--- config.mk ---
export PLATFORM = sky130hd
export DESIGN_NAME = uart_alu_interface
export DESIGN_NICKNAME = d
export VERILOG_FILES = /design/src/rtl/uart_alu_interface_pkg.sv /design/src/rtl/uart_alu_interface_rise_edge_detect.sv /design/src/rtl/uart_alu_interface.sv
export SDC_FILE = /design/constraint.sdc
export NUM_CORES = 1
export LEC_CHECK = 0
export ABC_CLOCK_PERIOD_IN_PS = 5100
export BUFFER_PORTS_ARGS = -buffer_cell sky130_fd_sc_hd__buf_2
export CAP_MARGIN = 5
export CORE_UTILIZATION = 53
export DETAILED_ROUTE_END_ITERATION = 12
export PLACE_DENSITY = 0.92
export SLEW_MARGIN = 20
export SYNTH_ARGS = -nofsm -noshare
export SYNTH_HDL_FRONTEND = slang
export SYNTH_SLANG_ARGS = --single-unit
export TNS_END_PERCENT = 100
--- constraint.sdc ---
create_clock -name i_clock -period 5.1 [get_ports i_clock]
set_clock_uncertainty 0.2 [all_clocks]
set_input_delay 0.51 -clock i_clock [delete_from_list [all_inputs] [get_ports i_clock]]
set_output_delay 0.51 -clock i_clock [all_outputs]
set_load 0.005 [all_outputs]
--- src/rtl/uart_alu_interface_pkg.sv ---
// Shared definitions for the UART<->ALU glue: one-hot FSM encodings and ALU opcode constants.
// The ALU decodes the same opcode constants, so keep them in sync with it.
package uart_alu_interface_pkg;

    typedef enum logic [5:0] {
        ESPERA_A  = 6'b000001,
        ESPERA_B  = 6'b000010,
        ESPERA_OP = 6'b000100,
        ALU_WAIT  = 6'b001000,
        TX_START  = 6'b010000,
        TX_WAIT   = 6'b100000
    } state_t;

    localparam logic [5:0] OP_ADD = 6'b100000;
    localparam logic [5:0] OP_SUB = 6'b100010;
    localparam logic [5:0] OP_AND = 6'b100100;
    localparam logic [5:0] OP_OR  = 6'b100101;
    localparam logic [5:0] OP_XOR = 6'b100110;
    localparam logic [5:0] OP_NOR = 6'b100111;
    localparam logic [5:0] OP_SRA = 6'b000011;
    localparam logic [5:0] OP_SRL = 6'b000010;

    function automatic logic is_legal_opcode(input logic [5:0] op);
        case (op)
            OP_ADD, OP_SUB, OP_AND, OP_OR,
            OP_XOR, OP_NOR, OP_SRA, OP_SRL: is_legal_opcode = 1'b1;
            default:                        is_legal_opcode = 1'b0;
        endcase
    endfunction

endpackage

--- src/rtl/uart_alu_interface_rise_edge_detect.sv ---
// Rising-edge detector: turns a held level (rx/tx done flags) into a single-cycle pulse.
module rise_edge_detect (
    input  logic i_clock,
    input  logic i_reset,
    input  logic i_sig,
    output logic o_pulse
);

    logic sig_q;

    always_ff @(posedge i_clock) begin
        if (!i_reset) sig_q <= 1'b0;
        else          sig_q <= i_sig;
    end

    assign o_pulse = i_sig & ~sig_q;

endmodule

--- src/rtl/uart_alu_interface.sv ---
// Collects operand A, operand B and opcode from the UART receiver, latches the ALU result and starts tx.
// Define OPCODE_CHECK_EN to reject illegal opcodes with a one-cycle o_error strobe instead of transmitting.
module uart_alu_interface
    import uart_alu_interface_pkg::*;
#(
    parameter int WIDTH_WORD   = 8,
    parameter int WIDTH_OPCODE = 6
) (
    input  logic                    i_clock,
    input  logic                    i_reset,
    input  logic                    i_rx_done,
    input  logic [WIDTH_WORD-1:0]   i_data_rx,
    input  logic                    i_tx_done,
    input  logic [WIDTH_WORD-1:0]   i_alu_result,
    output logic [WIDTH_WORD-1:0]   o_operand_a,
    output logic [WIDTH_WORD-1:0]   o_operand_b,
    output logic [WIDTH_OPCODE-1:0] o_opcode,
    output logic [WIDTH_WORD-1:0]   o_data_tx,
    output logic                    o_tx_start,
    output logic                    o_error
);

    state_t                  state_q;
    logic [WIDTH_WORD-1:0]   operand_a_q;
    logic [WIDTH_WORD-1:0]   operand_b_q;
    logic [WIDTH_OPCODE-1:0] opcode_q;
    logic [WIDTH_WORD-1:0]   data_tx_q;
    logic                    tx_start_q;
    logic                    rx_ev;
    logic                    tx_ev;

    rise_edge_detect u_rx_edge (
        .i_clock (i_clock),
        .i_reset (i_reset),
        .i_sig   (i_rx_done),
        .o_pulse (rx_ev)
    );

    rise_edge_detect u_tx_edge (
        .i_clock (i_clock),
        .i_reset (i_reset),
        .i_sig   (i_tx_done),
        .o_pulse (tx_ev)
    );

`ifdef OPCODE_CHECK_EN
    logic error_q;
    assign o_error = error_q;
`else
    assign o_error = 1'b0;
`endif

    // tx_start_q is raised on the ALU_WAIT->TX_START edge so it is high exactly while in TX_START.
    always_ff @(posedge i_clock) begin
        if (!i_reset) begin
            state_q     <= ESPERA_A;
            operand_a_q <= '0;
            operand_b_q <= '0;
            opcode_q    <= '0;
            data_tx_q   <= '0;
            tx_start_q  <= 1'b0;
`ifdef OPCODE_CHECK_EN
            error_q     <= 1'b0;
`endif
        end else begin
            tx_start_q <= 1'b0;
`ifdef OPCODE_CHECK_EN
            error_q    <= 1'b0;
`endif
            case (state_q)
                ESPERA_A: if (rx_ev) begin
                    operand_a_q <= i_data_rx;
                    state_q     <= ESPERA_B;
                end
                ESPERA_B: if (rx_ev) begin
                    operand_b_q <= i_data_rx;
                    state_q     <= ESPERA_OP;
                end
                ESPERA_OP: if (rx_ev) begin
`ifdef OPCODE_CHECK_EN
                    if (!is_legal_opcode(i_data_rx[WIDTH_OPCODE-1:0])) begin
                        error_q <= 1'b1;
                        state_q <= ESPERA_A;
                    end else
`endif
                    begin
                        opcode_q <= i_data_rx[WIDTH_OPCODE-1:0];
                        state_q  <= ALU_WAIT;
                    end
                end
                ALU_WAIT: begin
                    data_tx_q  <= i_alu_result;
                    tx_start_q <= 1'b1;
                    state_q    <= TX_START;
                end
                TX_START: state_q <= TX_WAIT;
                TX_WAIT:  if (tx_ev) state_q <= ESPERA_A;
                default:  state_q <= ESPERA_A;
            endcase
        end
    end

    assign o_operand_a = operand_a_q;
    assign o_operand_b = operand_b_q;
    assign o_opcode    = opcode_q;
    assign o_data_tx   = data_tx_q;
    assign o_tx_start  = tx_start_q;

endmodule

# ---- Word-level counts from Yosys, hierarchy flattened
# Index checks and enable logic that the tools add are counted.
# Widths: inputs -> output; s select.
dict set report op_classes {
  shift 0
  n_reduce_logical 4
  multipliers 0
  n_bitwise 4
  eq_ne 10
  order_cmp 0
  addsub 0
  n_div 0
  mux 6
}
# cell count
set ops {}
lappend ops {{$pmux 6 s6} 1}
lappend ops {{$mux 6} 4}
lappend ops {{$ne 2x2->1 const B} 4}
lappend ops {{$eq 6x1->1 const B} 1}
lappend ops {{$eq 6x2->1 const B} 1}
lappend ops {{$eq 6x3->1 const B} 1}
lappend ops {{$eq 6x4->1 const B} 1}
lappend ops {{$eq 6x5->1 const B} 1}
lappend ops {{$eq 6x6->1 const B} 1}
lappend ops {{$reduce_and 2->1} 3}
lappend ops {{$reduce_and 4->1} 1}
lappend ops {{$and 1x1->1} 2}
lappend ops {{$not 1->1} 2}
lappend ops {{$mux 1} 1}
dict set report totals {
  mem_count 0
  mem_bits_rw 0
  register_bits 39
  mem_bits_ro 0
  inputBits 20
  latchBits 0
  elab_cells 32
  output_inout_bits 32
}

# ---- Logic depth before layout (Yosys ltp)
dict set report depth {
  word_depth 4
  mapped_depth 5
}

# ---- Cells and area by module
# From an unflattened synthesis, not the netlist that was laid out.
dict set report unflattened {
  cells_unflattened 188
  area_unflattened_um2 1724.2
}
# mod area_each_um2 instances cells_each seq_area_each_um2
set by_module_without_submodules {}
lappend by_module_without_submodules {uart_alu_interface 1644.1 1 182 740.7}
lappend by_module_without_submodules {rise_edge_detect 40.0 2 3 20.0}

# ---- Worst setup path before layout
# No wires, ideal clock.
dict set report synth_timing {
  kind {reg2reg}
  startpoint {register state_q[5]}
  endpoint {register state_q[0]}
  required_time_ps 4841
  path_slack_ps 3404
  arrival_ps 1436
  stages_incl_launch_ff 6
  n_path_buf 2
  synth_period_minus_slack_ps 1696
  setup_ps 59
  path_cell_list {dfxtp_1 > buf_6 > or4b_1 > buf_2 > o311ai_2 > a221o_1}
}
dict set report synth_between {
  elab_chain_cells 3
}
# item line
set synth_rtl {}
lappend synth_rtl {{from (decl)} uart_alu_interface.sv:23} ;# state_t state_q;
lappend synth_rtl {{from (signal assigned)} uart_alu_interface.sv:56} ;# state_q <= ESPERA_A;
lappend synth_rtl {{from (signal assigned)} uart_alu_interface.sv:73} ;# state_q <= ESPERA_B;
lappend synth_rtl {{from (signal assigned)} uart_alu_interface.sv:77} ;# state_q <= ESPERA_OP;
lappend synth_rtl {{$eq 6x6->1 (tied with other cells)} uart_alu_interface.sv:70} ;# case (state_q)
lappend synth_rtl {{$ne 2x2->1 (no line)} n/a}
lappend synth_rtl {{$reduce_and 4->1 (no line)} n/a}
# Parallel ways exist; a longest one is shown, timed or not.
# A chain may end at the register's enable or synchronous reset.

# ---- Worst setup path after layout
dict set report layout_timing {
  startpoint {register state_q[0]}
  endpoint {register state_q[0]}
}
# The elaborated chain is that of the path after synthesis.

==> impl_metrics.ini <==
[status]
status = complete, but fails checks
violations = DRC

[critical_path]
cp.required_ns = 5.20
r2r-start = state_q[0]$_SDFFE_PN1P_
cp-startpoint = state_q[0]$_SDFFE_PN1P_
worstPathMaxFanout = 9
path_class = flop to flop
arrival_ns = 2.03
cp-start-kind = flop
cp-end-kind = flop

[detailed_routing]
drt_first_pass_iters = 8
drc = 2
vias_per_cell = 5.799
wirelength_um = 3644
drt_iter0_markers = 71
wl_per_cell_um = 14.35
antenna_left = 0
num_vias = 1473

[timing]
relSlewSlack = 0.4367
finalCritPeriodShare = 0.3788
period_needed_ns = 1.932
hold_viol = 0
drv_slew = 0
fin_ws_ns = 3.168
rsz0062_at_grt = no
setup_viol = 0
max_freq_mhz = 517.6
worst_slew_pin_slew_ns = 0.8428
tns_ns = 0

[layout]
drive_above_1_share = 0.2870
num-nets-final = 242
n_antenna_cell = 0
synthToLayoutAreaGrowth_pct = 16.55

[clock_network]
clock-sinks = 39
cts_tree = done
path_clk_slew_ns = 0.11
clk_latency_ns = 0.36
htree_levels = 2
cts_root_buf = clkbuf_4
post_cts_buffers = 0
holdBufCountCts = 0
cts_resized = 0
cts_buffers = 5
cts.path.max_buffers = 2

[grt]
grt_usage = 0.2374
antenna_found_initial = 0
overflow = 0
grt_max_degree = 28
first_global_vias = 1367
grt_pass1_wl_um = 5913

[synthesis]
ys.flop_type = dfxtp_1
yosys.area.top_type = dfxtp_1
synth_edf_count = 0
synth_cell_types = 30
synth_fp_nets = 201
synth_top_area_frac = 0.4782
synth_area_um2 = 1633
ys_top_cells_by_area = dfxtp_1 (48%), mux2i_1 (9.2%), nand2_1 (6.0%)
synthArstFlopShare = 0
yosysWarnings = 0
ys_seq_area_frac = 0.4782
synthCells = 181
avgSynthCellArea_um2 = 9.021
ys_ff_latch = 39

[placement]
gp_congestion = 0.8445
post-dp-hpwl_um = 2592
preCtsSetupSlack_ns = 3.110
io_buffers = 50

[floorplan]
io_pins = 52
initial_core_util = 0.5772
fp.dieH_um = 57.51
rows = 19
core_area_um2 = 2829
die_w_um = 57.51
die_area_um2 = 3307

[job]
max-cap-violations = 0

[min_path]
hp-class = input port to flop
hp-start = i_tx_done

[power_and_ir_drop]
leakage_nw = 0.8866
p_per_area_nw_per_um2 = 284.1
ir_worst_vdd_uv = 206.8
state kept, by name, summed over array words and instances (netlist names):
signal / flops
o_data_tx: 8
o_operand_a: 8
u_tx_edge.sig_q: 1
state_q: 6
o_operand_b: 8
u_rx_edge.sig_q: 1
o_tx_start: 1
o_opcode: 6
per-stage QoR:
stage	cell area [um2]	utilization	total power [mW]	instances	hold slack, ns
3_3_place_gp	1846	0.6524	0.3863	246	0.2431
4_1_cts	1903	0.6727	0.5435	254	0.1664
2_1_floorplan	1633	-	0.3695	181	0.2544
3_5_place_dp	1846	0.6524	0.3886	246	0.2543
5_1_grt	1903	0.6727	0.5641	254	0.1901
6_report	1903	0.6727	0.5407	254	0.1775
report_power, final:
group	internal (mW)	switching [mW]
Combinational	0.0259	0.0364
Sequential	0.312	0.00784
Clock	0.0526	0.106
worst paths after layout:
kind                                     end  slack, ns  cells after the start
setup reg to reg     state_q[0]$_SDFFE_PN1P_       3.17                      3
hold reg to reg     o_opcode[0]$_SDFFE_PN0P_       0.27                      2
hold / removal    u_tx_edge.sig_q$_SDFF_PN0_       0.18                      2
setup / recovery     state_q[0]$_SDFFE_PN1P_       3.17                      3
cells in the mapped netlist, types with 2 or more instances:
| cell | n |
|---|---|
| inv_1 | 3 |
| buf_2 | 4 |
| clkbuf_1 | 9 |
| nand3_1 | 18 |
| a21oi_1 | 18 |
| nand2_1 | 26 |
| nand2b_1 | 2 |
| nor4b_2 | 2 |
| dfxtp_1 | 39 |
| nor4_4 | 2 |
| and2_1 | 2 |
| o21ai_1 | 2 |
| nor2b_1 | 4 |
| nor2_1 | 4 |
| nand3b_1 | 2 |
| or4b_1 | 2 |
| mux2i_1 | 15 |
| o21ai_0 | 15 |
critical path, stage by stage (launching register included):
cell      delay (ns)
dfxtp_1         0.57
or4b_1          0.65
o311ai_2        0.27
a221o_1         0.19
cells by family (layout without fill, tap and decap cells):
logic type | after synthesis | after routing | synth area share
muxes | 15 | 15 | 0.09195
and+or+nand+nor | 67 | 67 | 0.2345
DFF | 39 | 39 | 0.4782
AOI/OAI and AO/OA | 40 | 40 | 0.1395
buffers and inverters | 19 | 61 | 0.05364
other | 1 | 1 | 0.002297
area by class of cell:
class,instances,area [um2]
fill,247,925.9
timing repair buffer,50,250.2
clock buffer,5,37.54
tap,31,38.79
sequential,39,780.7
multi-input combinational,123,764.5
clock inverter,3,20.02
inverter,3,11.26
layer usage:
metal	GRT usage	share of wire	vias to the layer above
li1	-	-	711
met2	0.3970	0.48	58
met5	0	0	-
met1	0.2803	0.44	695
met3	0.07256	0.067	9
met4	0.1045	0.019	0
cells in the final DEF, fill, tap and decap left out, types with 3 or more instances in the layout:
cell / netlist / layout
a21oi_1: 18 / 18
nor2b_1: 4 / 4
nand2_1: 26 / 26
nand3_1: 18 / 18
nor2_1: 4 / 4
dfxtp_1: 39 / 39
inv_1: 3 / 3
mux2i_1: 15 / 15
o21ai_0: 15 / 15
buf_2: 4 / 50
clkbuf_4: 0 / 5
Power figures use the tool's default switching activity.
